### config.mk
export PLATFORM = sky130hd
export DESIGN_NAME = mc_controller
export DESIGN_NICKNAME = d
export VERILOG_FILES = /design/src/rtl/mc_pkg.sv /design/src/rtl/mc_controller_aludec.sv /design/src/rtl/mc_controller.sv
export SDC_FILE = /design/constraint.sdc
export NUM_CORES = 1
export LEC_CHECK = 0
export BUFFER_PORTS_ARGS = -buffer_cell sky130_fd_sc_hd__buf_2
export CAP_MARGIN = 20
export CORE_MARGIN = 4
export CORE_UTILIZATION = 40
export DETAILED_ROUTE_END_ITERATION = 8
export GPL_TIMING_DRIVEN = 0
export PLACE_DENSITY = 0.66
export SKIP_LAST_GASP = 1
export SYNTH_ARGS = -nofsm -noshare
export SYNTH_HDL_FRONTEND = slang
export SYNTH_SLANG_ARGS = --single-unit
### constraint.sdc
create_clock -name clk -period 4 [get_ports clk]
set_input_delay 0.4 -clock clk [delete_from_list [all_inputs] [get_ports clk]]
set_output_delay 0.4 -clock clk [all_outputs]
set_load 0.1 [all_outputs]
### src/rtl/mc_pkg.sv
// Shared types and encodings for the multicycle MIPS controller: state enum,
// opcode/funct fields, ALU operation codes and datapath mux selects.
package mc_pkg;

  typedef enum logic [3:0] {
    S_FETCH   = 4'd0,
    S_DECODE  = 4'd1,
    S_MEMADR  = 4'd2,
    S_MEMRD   = 4'd3,
    S_MEMWB   = 4'd4,
    S_MEMWR   = 4'd5,
    S_RTYPEEX = 4'd6,
    S_ALUWB   = 4'd7,
    S_BEQEX   = 4'd8,
    S_ADDIEX  = 4'd9,
    S_ADDIWB  = 4'd10,
    S_JEX     = 4'd11,
    S_BNEEX   = 4'd12,
    S_FAULT   = 4'd15
  } state_t;

  localparam logic [5:0] OP_RTYPE = 6'b000000;
  localparam logic [5:0] OP_LW    = 6'b100011;
  localparam logic [5:0] OP_SW    = 6'b101011;
  localparam logic [5:0] OP_BEQ   = 6'b000100;
  localparam logic [5:0] OP_BNE   = 6'b000101;
  localparam logic [5:0] OP_ADDI  = 6'b001000;
  localparam logic [5:0] OP_J     = 6'b000010;

  localparam logic [5:0] FN_SLL = 6'b000000;
  localparam logic [5:0] FN_ADD = 6'b100000;
  localparam logic [5:0] FN_SUB = 6'b100010;
  localparam logic [5:0] FN_AND = 6'b100100;
  localparam logic [5:0] FN_OR  = 6'b100101;
  localparam logic [5:0] FN_SLT = 6'b101010;

  localparam logic [2:0] ALU_AND = 3'b000;
  localparam logic [2:0] ALU_OR  = 3'b001;
  localparam logic [2:0] ALU_ADD = 3'b010;
  localparam logic [2:0] ALU_SLL = 3'b011;
  localparam logic [2:0] ALU_SUB = 3'b110;
  localparam logic [2:0] ALU_SLT = 3'b111;

  localparam logic [1:0] SRCB_RT    = 2'b00;
  localparam logic [1:0] SRCB_FOUR  = 2'b01;
  localparam logic [1:0] SRCB_IMM   = 2'b10;
  localparam logic [1:0] SRCB_IMMSH = 2'b11;

  localparam logic [1:0] PC_ALU    = 2'b00;
  localparam logic [1:0] PC_ALUOUT = 2'b01;
  localparam logic [1:0] PC_JUMP   = 2'b10;

endpackage

### src/rtl/mc_controller_aludec.sv
// R-type funct decoder: maps funct to an ALU operation plus a valid flag
// so the controller can trap unsupported functions.
import mc_pkg::*;

module mc_aludec (
  input  logic [5:0] i_funct,
  output logic [2:0] o_alucontrol,
  output logic       o_valid
);

  always_comb begin
    o_alucontrol = ALU_ADD;
    o_valid      = 1'b1;
    case (i_funct)
      FN_SLL:  o_alucontrol = ALU_SLL;
      FN_ADD:  o_alucontrol = ALU_ADD;
      FN_SUB:  o_alucontrol = ALU_SUB;
      FN_AND:  o_alucontrol = ALU_AND;
      FN_OR:   o_alucontrol = ALU_OR;
      FN_SLT:  o_alucontrol = ALU_SLT;
      default: o_valid      = 1'b0;
    endcase
  end

endmodule

### src/rtl/mc_controller.sv
// Multicycle MIPS control FSM with memory wait/timeout handling and a sticky
// fault state. Define MC_BNE_EN to add the bne instruction (BNEEX state).
import mc_pkg::*;

module mc_controller #(
  parameter int TIMEOUT_CYCLES = 16
) (
  input  logic       clk,
  input  logic       reset,
  input  logic [5:0] op,
  input  logic [5:0] funct,
  input  logic       zero,
  input  logic       mem_ready,
  output logic       mem_req,
  output logic       iord,
  output logic       memwrite,
  output logic       irwrite,
  output logic       regdst,
  output logic       memtoreg,
  output logic       regwrite,
  output logic       alusrca,
  output logic [1:0] alusrcb,
  output logic [1:0] pcsrc,
  output logic [2:0] alucontrol,
  output logic       pcen,
  output logic       fault,
  output logic [3:0] state_o
);

  localparam int CW = $clog2(TIMEOUT_CYCLES + 1);

  state_t        r_state, w_next;
  logic [CW-1:0] r_wait;
  logic          w_mem_req, w_iord, w_memwrite, w_irwrite, w_regdst, w_memtoreg;
  logic          w_regwrite, w_alusrca, w_pcwrite, w_branch, w_fault, w_pcen;
  logic [1:0]    w_alusrcb, w_pcsrc;
  logic [2:0]    w_alucontrol, w_funct_alu;
  logic          w_funct_valid, w_timeout;
`ifdef MC_BNE_EN
  logic          w_branch_ne;
`endif

  mc_aludec u_aludec (
    .i_funct      (funct),
    .o_alucontrol (w_funct_alu),
    .o_valid      (w_funct_valid)
  );

  // The wait that would bring the counter to TIMEOUT_CYCLES is the last one allowed.
  assign w_timeout = (r_wait == CW'(TIMEOUT_CYCLES - 1));

  always_ff @(posedge clk or posedge reset) begin
    if (reset) begin
      r_state <= S_FETCH;
      r_wait  <= '0;
    end else begin
      r_state <= w_next;
      if (w_next != r_state)            r_wait <= '0;
      else if (w_mem_req && !mem_ready) r_wait <= r_wait + 1'b1;
    end
  end

  always_comb begin
    w_next       = r_state;
    w_mem_req    = 1'b0;
    w_iord       = 1'b0;
    w_memwrite   = 1'b0;
    w_irwrite    = 1'b0;
    w_regdst     = 1'b0;
    w_memtoreg   = 1'b0;
    w_regwrite   = 1'b0;
    w_alusrca    = 1'b0;
    w_alusrcb    = SRCB_RT;
    w_pcsrc      = PC_ALU;
    w_alucontrol = ALU_ADD;
    w_pcwrite    = 1'b0;
    w_branch     = 1'b0;
    w_fault      = 1'b0;
`ifdef MC_BNE_EN
    w_branch_ne  = 1'b0;
`endif
    case (r_state)
      S_FETCH: begin
        w_mem_req = 1'b1;
        w_alusrcb = SRCB_FOUR;
        if (mem_ready) begin
          w_irwrite = 1'b1;
          w_pcwrite = 1'b1;
          w_next    = S_DECODE;
        end else if (w_timeout) begin
          w_next = S_FAULT;
        end
      end
      S_DECODE: begin
        w_alusrcb = SRCB_IMMSH;
        case (op)
          OP_LW, OP_SW: w_next = S_MEMADR;
          OP_RTYPE:     w_next = S_RTYPEEX;
          OP_BEQ:       w_next = S_BEQEX;
          OP_ADDI:      w_next = S_ADDIEX;
          OP_J:         w_next = S_JEX;
`ifdef MC_BNE_EN
          OP_BNE:       w_next = S_BNEEX;
`endif
          default:      w_next = S_FAULT;
        endcase
      end
      S_MEMADR: begin
        w_alusrca = 1'b1;
        w_alusrcb = SRCB_IMM;
        w_next    = (op == OP_SW) ? S_MEMWR : S_MEMRD;
      end
      S_MEMRD: begin
        w_mem_req = 1'b1;
        w_iord    = 1'b1;
        if (mem_ready)      w_next = S_MEMWB;
        else if (w_timeout) w_next = S_FAULT;
      end
      S_MEMWB: begin
        w_memtoreg = 1'b1;
        w_regwrite = 1'b1;
        w_next     = S_FETCH;
      end
      S_MEMWR: begin
        w_mem_req  = 1'b1;
        w_iord     = 1'b1;
        w_memwrite = 1'b1;
        if (mem_ready)      w_next = S_FETCH;
        else if (w_timeout) w_next = S_FAULT;
      end
      S_RTYPEEX: begin
        w_alusrca = 1'b1;
        if (w_funct_valid) begin
          w_alucontrol = w_funct_alu;
          w_next       = S_ALUWB;
        end else begin
          w_next = S_FAULT;
        end
      end
      S_ALUWB: begin
        w_regdst   = 1'b1;
        w_regwrite = 1'b1;
        w_next     = S_FETCH;
      end
      S_BEQEX: begin
        w_alusrca    = 1'b1;
        w_alucontrol = ALU_SUB;
        w_pcsrc      = PC_ALUOUT;
        w_branch     = 1'b1;
        w_next       = S_FETCH;
      end
`ifdef MC_BNE_EN
      S_BNEEX: begin
        w_alusrca    = 1'b1;
        w_alucontrol = ALU_SUB;
        w_pcsrc      = PC_ALUOUT;
        w_branch_ne  = 1'b1;
        w_next       = S_FETCH;
      end
`endif
      S_ADDIEX: begin
        w_alusrca = 1'b1;
        w_alusrcb = SRCB_IMM;
        w_next    = S_ADDIWB;
      end
      S_ADDIWB: begin
        w_regwrite = 1'b1;
        w_next     = S_FETCH;
      end
      S_JEX: begin
        w_pcsrc   = PC_JUMP;
        w_pcwrite = 1'b1;
        w_next    = S_FETCH;
      end
      S_FAULT: w_fault = 1'b1;
      default: w_next  = S_FAULT;
    endcase
  end

`ifdef MC_BNE_EN
  assign w_pcen = w_pcwrite | (w_branch & zero) | (w_branch_ne & ~zero);
`else
  assign w_pcen = w_pcwrite | (w_branch & zero);
`endif

  // Side-effecting strobes are gated by reset so an access dies without a clock edge.
  assign mem_req    = w_mem_req  & ~reset;
  assign memwrite   = w_memwrite & ~reset;
  assign irwrite    = w_irwrite  & ~reset;
  assign regwrite   = w_regwrite & ~reset;
  assign pcen       = w_pcen     & ~reset;
  assign iord       = w_iord;
  assign regdst     = w_regdst;
  assign memtoreg   = w_memtoreg;
  assign alusrca    = w_alusrca;
  assign alusrcb    = w_alusrcb;
  assign pcsrc      = w_pcsrc;
  assign alucontrol = w_alucontrol;
  assign fault      = w_fault;
  assign state_o    = r_state;

endmodule

==> results of run 1 <==
## registers in the layout, summed over array words and instances (netlist names)
signal,count
r_wait,5
state_o,4
## worst paths after layout
path | endpoint | slack, ns | from | cells after the start
setup reg to reg | r_wait[4] | 1.39 | r_wait[0] | 9
min in group clk | state_o[1] | 0.47 | op[4] | 3
hold / removal | state_o[3] | 0.15 | reset | 2
max in group asynchronous | r_wait[0] | 3.60 | reset | 2
hold reg to reg | r_wait[4] | 0.56 | r_wait[4] | 1
setup / recovery | alucontrol[2] | 1.29 | state_o[2] | 6
## per-stage QoR
step                      setup slack [ns]  instance area [um^2]  TNS [ns]  hold WS (ns)
after global routing                  1.04                  1320         0         0.188
after global placement                1.43                  1290         0         0.438
after CTS                             1.30                  1320         0         0.167
final                                 1.29                  1320         0         0.152
after floorplan                     -0.246                  1080    -0.246         0.228
after detailed placement              1.41                  1290         0         0.451
## logic make-up after synthesis
logic type	synth area share, %
AO/OA/AOI/OAI	28.5
XOR/XNOR	4.92
adder cells (fa/ha/maj)	2.34
buffers and inverters	4.57
flip-flops	21.1
multiplexers	0.937
AND/OR/NAND/NOR	37.7
## synthesized netlist by cell type (3+ instances only)
library cell  number
a21oi_1            6
and2_1             4
and3_1             3
buf_2              3
dfrtp_1            9
inv_1              5
nand2_1           14
nand2b_1           3
nand3_1            4
nor2_1            21
nor2b_1            4
nor3_1            10
o21ai_0            5
o21bai_1           3
xnor2_1            4
## layout make-up
cell class / count / area (um^2)
clock buffers: 4 / 26.3
plain buffers: 7 / 30.0
well taps: 30 / 37.5
repair buffers: 35 / 175
inverters: 5 / 18.8
fillers: 262 / 1200
flip-flops and latches: 9 / 225
multi-input cells: 122 / 808
## critical path, cell delays in order, from the launching register on
cell      delay (ns)
dfrtp_1         0.35
buf_2           0.22
buf_1           0.36
nand2b_1        0.19
nor3_1          0.28
a41o_1          0.22
buf_2           0.42
## per-layer routing
layer | vias to the layer above | share of wire, %
met4 | 0 | 1.8
met1 | 548 | 45
li1 | 605 | -
met3 | 9 | 8.0
met2 | 50 | 45
met5 | - | 0
==> flow_metrics.py, run 1 <==
metrics = {
    "status": {
        "outcome": "finished, final reports clean",
    },
    "route": {
        "drt-pass1-iter-count": 4,
        "vias_per_cell": 5.72,
        "vias": 1212,
        "wl_um": 2940,
        "drt_iter0_markers": 76,
        "antenna_left": 0,
        "drc": 0,
        "routedWlPerCell_um": 13.8,
    },
    "grt": {
        "busiest_layer": "met2",
        "met3_usage_pct": 1.94,
        "track_usage_pct": 18.3,
        "use_met1_pct": 23.7,
        "grt_max_degree": 11,
        "grt_pass1_vias": 1205,
        "antenna_found_initial": 0,
        "use_met2_pct": 31.0,
        "grt_overflow_total": 0,
        "grt_pass1_wl_um": 5110,
    },
    "cts": {
        "clk_latency_ns": 0.27,
        "cts-resized-gates": 0,
        "clock_path_buffers": 2,
        "cts.hold.buffers_added": 0,
        "root_buffer": "clkbuf_4",
        "clock-sinks": 9,
        "cts_setup_buffers": 0,
        "tritoncts": "built",
        "clkSlewWorstSetupHoldPaths_ns": 0.06,
        "numCtsBuffers": 3,
        "htree_levels": 1,
    },
    "synthesis": {
        "synth_nets": 161,
        "synth_cell_types": 53,
        "synthArstFlopShare_pct": 100,
        "avgSynthCellArea_um2": 7.47,
        "synth-edff-count": 0,
        "syn_inst": 143,
        "yosysSeqAreaShare_pct": 21.1,
        "netlist_area_mm2": 0.00107,
        "ys.flop_type": "dfrtp_1",
        "synth.area.top_cells": "dfrtp_1 (21%), nor2_1 (7.4%), nand2_1 (4.9%)",
        "ys_ff_latch": 9,
        "synth_top_area_share_pct": 21.1,
        "synth_area_leader_cell": "dfrtp_1",
        "synth_warnings": 0,
    },
    "finish": {
        "nets": 201,
        "num_antenna_cells": 0,
        "instances_no_fill": 212,
        "final_common_cell": "buf_2",
        "utilization_pct": 52.4,
        "final_cell_mix": "buf_2 (38), nor2_1 (21), nand2_1 (14), nor3_1 (9), dfrtp_1 (9)",
        "drive_above_1_share_pct": 28.0,
        "syn2layout_area_growth_pct": 23.7,
    },
    "timing": {
        "relSlewSlack_pct": 65.9,
        "fmax_mhz": 369,
        "drv_slew": 0,
        "tightest_slew_ns": 0.506,
        "fin_crit_ns": 2.71,
        "finalCritPeriodShare_pct": 67.8,
        "worst_clock_skew_ns": 0.000806,
        "rsz0062_at_grt": "no",
        "setup_violations": 0,
        "hold_violations": 0,
    },
    "setup_path": {
        "cp_max_fo": 10,
        "cp.arrival_ns": 2.31,
        "cp.required_ns": 3.60,
        "crit_type": "register to output port",
        "cp-start-kind": "register",
        "crit_path_end_kind": "output port",
    },
    "placed_design": {
        "dp_cells": 208,
        "io_buffers": 35,
        "place.gp.congestion": 0.878,
        "place_hpwl_um": 2330,
    },
    "job": {
        "cap_violations": 0,
    },
    "die": {
        "die_h_um": 59.7,
        "rows": 18,
        "io_pins": 37,
        "dieWidth_um": 59.7,
        "coreArea_mm2": 0.00252,
        "start_util_pct": 42.4,
        "die_area_mm2": 0.00356,
    },
    "hold_path": {
        "hold_path.class": "input port to async pin",
    },
}
Power of run 1 is not shown: default switching activity piles up to over one toggle a cycle in this logic, so the estimate is an artifact.
==> run 2: changes to the inputs <==
--- a/config.mk
+++ b/config.mk
@@ -11,7 +11,7 @@
 export CORE_UTILIZATION = 40
 export DETAILED_ROUTE_END_ITERATION = 8
 export GPL_TIMING_DRIVEN = 0
-export PLACE_DENSITY = 0.66
+export PLACE_DENSITY = 0.69
 export SKIP_LAST_GASP = 1
 export SYNTH_ARGS = -nofsm -noshare
 export SYNTH_HDL_FRONTEND = slang
==> constraint.sdc (replaced) <==
create_clock -name clk -period 2.25 [get_ports clk]
set_input_delay 0.225 -clock clk [delete_from_list [all_inputs] [get_ports clk]]
set_output_delay 0.225 -clock clk [all_outputs]
set_load 0.1 [all_outputs]
==> flow_metrics.py, run 2 (synthesized netlist as in run 1, its figures left out) <==
metrics = {
    "job": {
        "cap_violations": 0,
    },
    "die": {
        "die_h_um": 59.7,
        "rows": 18,
        "start_util_pct": 42.4,
        "coreArea_mm2": 0.00252,
        "dieWidth_um": 59.7,
        "die_area_mm2": 0.00356,
        "io_pins": 37,
    },
    "finish": {
        "drive_above_1_share_pct": 47.1,
        "fillers": 217,
        "largest_register_ffs": 5,
        "num_antenna_cells": 0,
        "syn2layout_area_growth_pct": 52.9,
        "final_common_cell": "buf_2",
        "top_register": "r_wait",
        "nets": 208,
        "seq_area_um2": 240,
        "multi_input_comb_area_mm2": 0.00101,
        "final_cell_mix": "buf_2 (30), nor2_1 (14), nand2_1 (13), buf_4 (10), clkbuf_4 (6)",
    },
    "timing": {
        "setup_slack_ns": -0.108,
        "drv_slew": 0,
        "tightest_slew_ns": 0.572,
        "fin_hold_ws_ns": 0.0597,
        "setup_violations": 5,
        "rsz0062_at_grt": "yes",
        "fin_crit_ns": 2.36,
        "fmax_mhz": 424,
        "worst_clock_skew_ns": 0.000337,
        "finalCritPeriodShare_pct": 105,
        "hold_violations": 0,
        "relSlewSlack_pct": 61.4,
    },
    "route": {
        "routedWlPerCell_um": 14.4,
        "vias_per_cell": 5.77,
        "vias": 1264,
        "drt_iter0_markers": 31,
        "antenna_left": 0,
        "drt-pass1-iter-count": 4,
        "drc": 0,
        "wl_um": 3150,
    },
    "grt": {
        "antenna_found_initial": 0,
        "grt_pass1_vias": 1202,
        "grt_pass1_wl_um": 5400,
        "track_usage_pct": 19.3,
        "grt_max_degree": 11,
        "grt_overflow_total": 0,
    },
    "setup_path": {
        "crit_buf_inv": 0,
        "crit_path_end_kind": "register",
        "cp_top_family": "compound AO/OA/AOI/OAI gates",
        "crit_chain": "ha_2, and3_4, ha_4, nand2_2, o32a_1, a21oi_2, or4b_4, a2111oi_4, o211a_1",
        "cpPeakStageDelay_ns": 0.52,
        "crit_type": "register to register",
        "crit_slowest_cell": "or4b_4",
        "cp.required_ns": 2.45,
        "cp.arrival_ns": 2.55,
        "cp-start-kind": "register",
        "cp_max_fo": 5,
    },
    "cts": {
        "tritoncts": "built",
        "clk_latency_ns": 0.25,
        "cts.hold.buffers_added": 0,
        "clock-sinks": 9,
        "clock_path_buffers": 2,
        "numCtsBuffers": 3,
        "htree_levels": 1,
        "clkSlewWorstSetupHoldPaths_ns": 0.06,
        "root_buffer": "clkbuf_4",
    },
    "hold_path": {
        "hold_path.class": "input port to async pin",
    },
    "status": {
        "outcome": "finished with violations",
        "violations": "negative setup slack",
    },
    "placed_design": {
        "place.gp.congestion": 0.890,
        "place_hpwl_um": 2440,
        "io_buffers": 35,
    },
}
-- run 2: metrics by stage --
step                TNS [ns]  util [%]  std cells  cell area (um^2)  worst slack [ns]
floorplan              -1.64         -        143              1250            -0.557
global placement       -1.06      58.2        208              1470            -0.226
detailed placement     -1.17      58.2        208              1470            -0.256
CTS                   -0.659      61.6        217              1550            -0.150
global route           -1.04      64.8        219              1630            -0.224
finish                -0.476      64.8        219              1630            -0.108
-- run 2: area by class of cell --
cell class / count / share of cell area, %
flip-flops and latches: 9 / 14.7
plain buffers: 7 / 2.76
repair buffers: 42 / 15.9
multi-input cells: 122 / 61.6
inverters: 5 / 1.15
clock buffers: 4 / 1.61
well taps: 30 / 2.30
-- run 2: worst paths after layout --
kind / cells after the start / endpoint / slack [ns] / startpoint
worst max-delay path: 9 / r_wait[4] / -0.11 / r_wait[0]
worst min-delay path: 2 / state_o[2] / 0.06 / reset
worst max register to register: 9 / r_wait[4] / -0.11 / r_wait[0]
worst min register to register: 1 / r_wait[4] / 0.53 / r_wait[4]
max in group asynchronous: 2 / state_o[1] / 1.90 / reset
min in group clk: 3 / state_o[1] / 0.29 / op[4]
-- run 2: repair_timing --
item / CTS / global route
hold endpoints to repair: 0 / 0
setup endpoints to repair: 12 / 16
gates resized for setup: 8 / 17
buffers inserted: 5 / 2
pin swaps: 7 / 9
-- run 2: per-layer routing --
metal	global-route usage (%)	wire, um
met5	0	0
met4	4.43	21
met3	3.67	185
met2	32.7	1550
met1	25.1	1390
Power of run 2 is left out for the same reason.
